### src/rtl/clkdiv_sel_if.sv
// Port bundle for clkdiv_sel: run control, ratio table, channel-select handshake
// and the divided clock with its status outputs.
interface clkdiv_sel_if #(
  parameter int NUM_CH = 4,
  parameter int CNT_W  = 8,
  parameter int SEL_W  = $clog2(NUM_CH)
) ();
  logic                    en;
  logic [NUM_CH*CNT_W-1:0] div_cfg;
  logic [SEL_W-1:0]        sel;
  logic                    sel_valid;
  logic                    sel_ready;
  logic                    clk_out;
  logic                    tick;
  logic [SEL_W-1:0]        active_sel;
  logic                    busy;
  logic [1:0]              dbg_state;  // 0 = IDLE, 1 = HI, 2 = LO

  // Handshake: a select transfers on a clock edge where sel_valid && sel_ready;
  // sel_ready stays low until the change is applied, and the requester must hold
  // sel_valid (and sel) until it sees the transfer.
  modport master (
    output en, div_cfg, sel, sel_valid,
    input  sel_ready, clk_out, tick, active_sel, busy, dbg_state
  );
  modport slave (
    input  en, div_cfg, sel, sel_valid,
    output sel_ready, clk_out, tick, active_sel, busy, dbg_state
  );
endinterface

### src/rtl/clkdiv_sel.sv
// Glitch-free divided-clock generator with NUM_CH selectable half-period ratios.
// Ratio changes, starts and stops only ever land on phase boundaries.
module clkdiv_sel #(
  parameter int NUM_CH = 4,
  parameter int CNT_W  = 8,
  parameter int SEL_W  = $clog2(NUM_CH)
) (
  input  logic         clk,
  input  logic         rst,
  clkdiv_sel_if.slave  bus
);

  typedef enum logic [1:0] {
    IDLE = 2'd0,
    HI   = 2'd1,
    LO   = 2'd2
  } state_t;

  state_t           state_q;
  logic [CNT_W-1:0] cnt_q;
  logic [CNT_W-1:0] h_q;
  logic             clk_out_q;
  logic             tick_q;
  logic             pend_q;
  logic [SEL_W-1:0] pend_sel_q;
  logic [SEL_W-1:0] active_q;
  logic [SEL_W-1:0] next_sel_d;
  logic             phase_end;

  function automatic logic [SEL_W-1:0] clamp_sel(input logic [SEL_W-1:0] s);
    logic [SEL_W-1:0] r;
    if (32'(s) >= 32'(NUM_CH)) r = SEL_W'(NUM_CH - 1);
    else                       r = s;
    return r;
  endfunction

  // A zero half-period field behaves as one, so every phase lasts >= 1 cycle.
  function automatic logic [CNT_W-1:0] half_of(input logic [NUM_CH*CNT_W-1:0] cfg,
                                               input logic [SEL_W-1:0]        ch);
    logic [CNT_W-1:0] f;
    f = cfg[int'(ch)*CNT_W +: CNT_W];
    return (f == '0) ? CNT_W'(1) : f;
  endfunction

  // Channel that becomes active if a pending change is applied this cycle.
  assign next_sel_d = pend_q ? pend_sel_q : active_q;
  assign phase_end  = (cnt_q == h_q - CNT_W'(1));

  always_ff @(posedge clk or negedge rst) begin
    if (!rst) begin
      state_q    <= IDLE;
      cnt_q      <= '0;
      h_q        <= CNT_W'(1);
      clk_out_q  <= 1'b0;
      tick_q     <= 1'b0;
      pend_q     <= 1'b0;
      pend_sel_q <= '0;
      active_q   <= '0;
    end else begin
      tick_q <= 1'b0;
      // Accept only while nothing is pending; apply only clears an existing one,
      // so the two never compete for pend_q in the same cycle.
      if (bus.sel_valid && !pend_q) begin
        pend_q     <= 1'b1;
        pend_sel_q <= clamp_sel(bus.sel);
      end
      case (state_q)
        IDLE: begin
          if (pend_q) begin
            active_q <= pend_sel_q;
            pend_q   <= 1'b0;
          end
          if (bus.en) begin
            clk_out_q <= 1'b1;
            tick_q    <= 1'b1;
            cnt_q     <= '0;
            h_q       <= half_of(bus.div_cfg, next_sel_d);
            state_q   <= HI;
          end
        end
        HI: begin
          if (phase_end) begin
            clk_out_q <= 1'b0;
            cnt_q     <= '0;
            h_q       <= half_of(bus.div_cfg, next_sel_d);
            state_q   <= LO;
            if (pend_q) begin
              active_q <= pend_sel_q;
              pend_q   <= 1'b0;
            end
          end else begin
            cnt_q <= cnt_q + CNT_W'(1);
          end
        end
        LO: begin
          if (phase_end) begin
            cnt_q <= '0;
            if (bus.en) begin
              clk_out_q <= 1'b1;
              tick_q    <= 1'b1;
              h_q       <= half_of(bus.div_cfg, active_q);
              state_q   <= HI;
            end else begin
              state_q <= IDLE;
            end
          end else begin
            cnt_q <= cnt_q + CNT_W'(1);
          end
        end
        default: state_q <= IDLE;
      endcase
    end
  end

  assign bus.clk_out    = clk_out_q;
  assign bus.tick       = tick_q;
  assign bus.active_sel = active_q;
  assign bus.sel_ready  = ~pend_q;
  assign bus.busy       = pend_q;
  assign bus.dbg_state  = state_q;

endmodule

### src/flat_wrapper.sv
// flat-port wrapper written by rule: the top's interface ports become plain ports
module clkdiv_sel_flat 
#(
  parameter int NUM_CH = 4,
  parameter int CNT_W  = 8,
  parameter int SEL_W  = $clog2(NUM_CH)
)
  (clk, rst, bus_en, bus_div_cfg, bus_sel, bus_sel_valid, bus_sel_ready, bus_clk_out, bus_tick, bus_active_sel, bus_busy, bus_dbg_state);
  clkdiv_sel_if #(.NUM_CH(NUM_CH), .CNT_W(CNT_W), .SEL_W(SEL_W)) bus_i ();
  input  logic clk;
  input  logic rst;
  input wire logic [$bits(bus_i.en)-1:0] bus_en;
  input wire logic [$bits(bus_i.div_cfg)-1:0] bus_div_cfg;
  input wire logic [$bits(bus_i.sel)-1:0] bus_sel;
  input wire logic [$bits(bus_i.sel_valid)-1:0] bus_sel_valid;
  output wire logic [$bits(bus_i.sel_ready)-1:0] bus_sel_ready;
  output wire logic [$bits(bus_i.clk_out)-1:0] bus_clk_out;
  output wire logic [$bits(bus_i.tick)-1:0] bus_tick;
  output wire logic [$bits(bus_i.active_sel)-1:0] bus_active_sel;
  output wire logic [$bits(bus_i.busy)-1:0] bus_busy;
  output wire logic [$bits(bus_i.dbg_state)-1:0] bus_dbg_state;
  assign bus_i.en = bus_en;
  assign bus_i.div_cfg = bus_div_cfg;
  assign bus_i.sel = bus_sel;
  assign bus_i.sel_valid = bus_sel_valid;
  assign bus_sel_ready = bus_i.sel_ready;
  assign bus_clk_out = bus_i.clk_out;
  assign bus_tick = bus_i.tick;
  assign bus_active_sel = bus_i.active_sel;
  assign bus_busy = bus_i.busy;
  assign bus_dbg_state = bus_i.dbg_state;
  clkdiv_sel #(.NUM_CH(NUM_CH), .CNT_W(CNT_W), .SEL_W(SEL_W)) u_core (.clk(clk), .rst(rst), .bus(bus_i));
endmodule
### config.mk
export PLATFORM = sky130hd
export DESIGN_NAME = clkdiv_sel_flat
export DESIGN_NICKNAME = d
export VERILOG_FILES = /design/src/rtl/clkdiv_sel_if.sv /design/src/rtl/clkdiv_sel.sv /design/src/flat_wrapper.sv
export SDC_FILE = /design/constraint.sdc
export NUM_CORES = 1
export LEC_CHECK = 0
export CAP_MARGIN = 40
export CELL_PAD_IN_SITES_DETAIL_PLACEMENT = 0
export CELL_PAD_IN_SITES_GLOBAL_PLACEMENT = 1
export CORE_ASPECT_RATIO = 1.75
export CORE_UTILIZATION = 38
export DETAILED_ROUTE_END_ITERATION = 7
export PLACE_DENSITY = 0.83
export RECOVER_POWER = 50
export SLEW_MARGIN = 10
export SYNTH_ARGS = -nofsm -noshare
export SYNTH_HDL_FRONTEND = slang
export SYNTH_SLANG_ARGS = --single-unit
### constraint.sdc
create_clock -name clk -period 3.4 [get_ports clk]
set_input_delay 0.51 -clock clk [delete_from_list [all_inputs] [get_ports clk]]
set_output_delay 0.51 -clock clk [all_outputs]
set_load 0.03 [all_outputs]
==> impl_metrics.env <==
export IMPL_gp_congestion=0.9182
export IMPL_clkLatencyLatePin_ns=0.27
export IMPL_cts_made_buffers=3
export IMPL_synth_ff_latch_count=25
export IMPL_start_util_pct=39.38
export IMPL_grt_pass1_wl_mm=9.011
export IMPL_layout_min_cycle_time_ns=2.653
export IMPL_port_buffers=45
export IMPL_n_antenna_cell=0
export IMPL_outcome="finished, violations left"
export IMPL_post_route_period_util_pct=78.02
export IMPL_synth_simple_area_share_pct=18.68
export IMPL_rsz0062_at_grt="no"
export IMPL_syn_area_per_cell_um2=9.364
export IMPL_grt_pass1_vias=1974
export IMPL_syn_area_um2=2069
export IMPL_tightest_slew_ns=1.388
export IMPL_cts_root_buf="clkbuf_8"
export IMPL_critPathLaunchType="flop"
export IMPL_drt_initial_drc_count=99
export IMPL_power_mw=1.972
export IMPL_violations="DRC"
export IMPL_die_height_um=99.63
export IMPL_yosysTopAreaCell="dfrtp_1"
export IMPL_hold_path_class="reg -> reg"
export IMPL_arrival_ns=2.81
export IMPL_synth_area_top_cells="dfrtp_1 29%, mux2i_1 8.7%, mux4_2 8.7%"
export IMPL_wl_per_cell_um=17.69
export IMPL_finalClockSkew_ns=0.003360
export IMPL_path_class="reg -> reg"
export IMPL_dp_hpwl_mm=4.538
export IMPL_synthFlopType="dfrtp_1"
export IMPL_setup_viol=0
export IMPL_async_reset_ff_share_pct=100.0
export IMPL_grt_max_degree=26
export IMPL_cts_max_path_buffers=2
export IMPL_via_count=1922
export IMPL_postCtsHoldBufs=0
export IMPL_slew_headroom_pct=7.495
export IMPL_drtPass1Iterations=6
export IMPL_p_per_area_nw_per_um2=752.1
export IMPL_drv_cap=0
export IMPL_leakage_nw=1.055
export IMPL_wirelength_mm=5.626
export IMPL_syn_inst=221
export IMPL_synth_seq_area_share_pct=30.29
export IMPL_cts_tree="yes"
export IMPL_synthToLayoutAreaGrowth_pct=26.72
export IMPL_synthTopCellsByCount="24 x dfrtp_1, 20 x inv_1, 18 x mux2i_1"
export IMPL_final_layout_size_suffix_gt1_share_pct=12.17
export IMPL_core_area_um2=5255
export IMPL_hold_viol=0
export IMPL_synth_adder_area_share_pct=3.628
export IMPL_irDropWorstVdd_uv=395.6
export IMPL_postCtsSetupBuffers=0
export IMPL_required_ns=3.56
export IMPL_synth_compound_area_share_pct=15.60
export IMPL_synth_xor_area_share_pct=3.809
export IMPL_overflow=0
export IMPL_vias_per_cell=6.044
export IMPL_dieArea_um2=5757
export IMPL_ant_nets=0
export IMPL_yosysWarnings=0
export IMPL_antenna_found_initial=0
export IMPL_r2r_slack_ns=0.75
export IMPL_die_x_um=57.79
export IMPL_endpoint_kind="flop"
export IMPL_path_clk_slew_ns=0.09
export IMPL_synth_edff_count=0
export IMPL_rows=35
export IMPL_synth_top_cell_area_share_pct=29.02
export IMPL_finalNetCount=308
export IMPL_clock_sinks=25
export IMPL_synthDistinctLibCells=44
export IMPL_synth_mux_area_share_pct=22.31
export IMPL_track_usage_pct=20.20
export IMPL_synthesis_nets=265
export IMPL_ios=46
export IMPL_post_route_drc_count=5
export IMPL_synth_top_family_by_area="multiplexers"
export IMPL_synth_most_common_cell="dfrtp_1"
export IMPL_finalMaxSlewViolations=0
export IMPL_cts_resized=0
export IMPL_fmax_mhz=377.0
export IMPL_htree_levels=1
export IMPL_tns_ns=0
export IMPL_crit_fanout=8
## per-layer routing
metal | part of all wire (%) | vias up | global-route usage [%]
met5 | 0 | - | 0
met4 | 3.8 | 0 | 10.62
met3 | 2.7 | 15 | 1.300
met2 | 57 | 47 | 40.16
met1 | 37 | 933 | 19.85
li1 | - | 927 | -
## per-stage QoR
stage / hold slack [ns] / std cells / setup slack [ns] / area (um^2) / util [%]
after floorplan: 0.2144 / 221 / 0.9089 / 2069 / -
after global placement: 0.5147 / 314 / 0.7972 / 2580 / 49.10
after detailed placement: 0.5223 / 314 / 0.7635 / 2580 / 49.10
after CTS: 0.5373 / 318 / 0.7423 / 2626 / 49.98
after global routing: 0.5676 / 318 / 0.6259 / 2623 / 49.90
final: 0.5330 / 318 / 0.7473 / 2623 / 49.90
## layout by cell type, fill, tap and decap left out, types with 2 or more instances in the layout
master           instances
mux2i_1                 17
o31ai_1                  4
buf_4                    3
clkdlybuf4s50_1         41
nor2_1                   9
a222oi_1                 7
ha_1                     6
nand4b_1                 2
nand3_1                  8
nor2b_1                  4
mux4_2                   8
a2bb2oi_1                2
nor4_1                   7
o22ai_1                  2
o21ai_0                  7
a31oi_1                  4
o211ai_1                 2
xnor2_1                  5
nand4_1                  2
o311ai_0                 3
xor2_1                   4
inv_1                   20
a21oi_1                  8
clkbuf_8                 3
dlygate4sd3_1            4
or4_1                    2
dfrtp_1                 24
or2_2                    2
nand2_1                 14
nand2b_1                 5
nand3b_1                 2
mux2_2                   9
nor3_1                   8
## cells by family after synthesis
logic type	Yosys count
AND/OR/NAND/NOR	71
AO/OA/AOI/OAI	44
multiplexers	35
buffers and inverters	31
flip-flops	25
XOR/XNOR	9
adder cells (fa/ha/maj)	6
## sequential cells by signal, summed over array words and instances (netlist names)
| name | cells |
|---|---|
| u_core.bus.clk_out | 1 |
| u_core.pend_sel_q | 2 |
| u_core.cnt_q | 8 |
| u_core.h_q | 8 |
| u_core.bus.tick | 1 |
| u_core.bus.busy | 1 |
| u_core.bus.active_sel | 2 |
| u_core.bus.dbg_state | 2 |
## critical path, cell delays in order, from the launching register on
cell	delay, ns
dfstp_2	0.56
inv_1	0.06
ha_1	0.24
nand2b_1	0.18
a31oi_1	0.17
a21oi_1	0.11
or4_4	0.54
a21oi_4	0.31
mux2_2	0.38
## final timing paths
check	cells after the start	to	from
max	8	u_core.h_q[5]$_DFFE_PN0P_	u_core.h_q[0]$_DFFE_PN1P_
min	2	u_core.h_q[0]$_DFFE_PN1P_	u_core.h_q[0]$_DFFE_PN1P_
max reg2reg	8	u_core.h_q[5]$_DFFE_PN0P_	u_core.h_q[0]$_DFFE_PN1P_
min reg2reg	2	u_core.h_q[0]$_DFFE_PN1P_	u_core.h_q[0]$_DFFE_PN1P_
max in group asynchronous	2	u_core.h_q[4]$_DFFE_PN0P_	rst
min in group asynchronous	2	u_core.h_q[7]$_DFFE_PN0P_	rst
## power by group
part	leakage [nW]	switching, mW	internal [mW]
sequential	0.305	0.176	0.405
combinational	0.724	0.604	0.610
clock	0.0255	0.0956	0.0820
## area by class of cell
class | instances | area [um^2]
clock inverter | 1 | 5.005
tap | 55 | 68.82
multi-input combinational | 165 | 1329
inverter | 20 | 75.07
clock buffer | 3 | 41.29
fill | 508 | 2633
sequential | 25 | 626.9
timing repair buffer | 49 | 476.7
(Power assumes the default switching activity.)
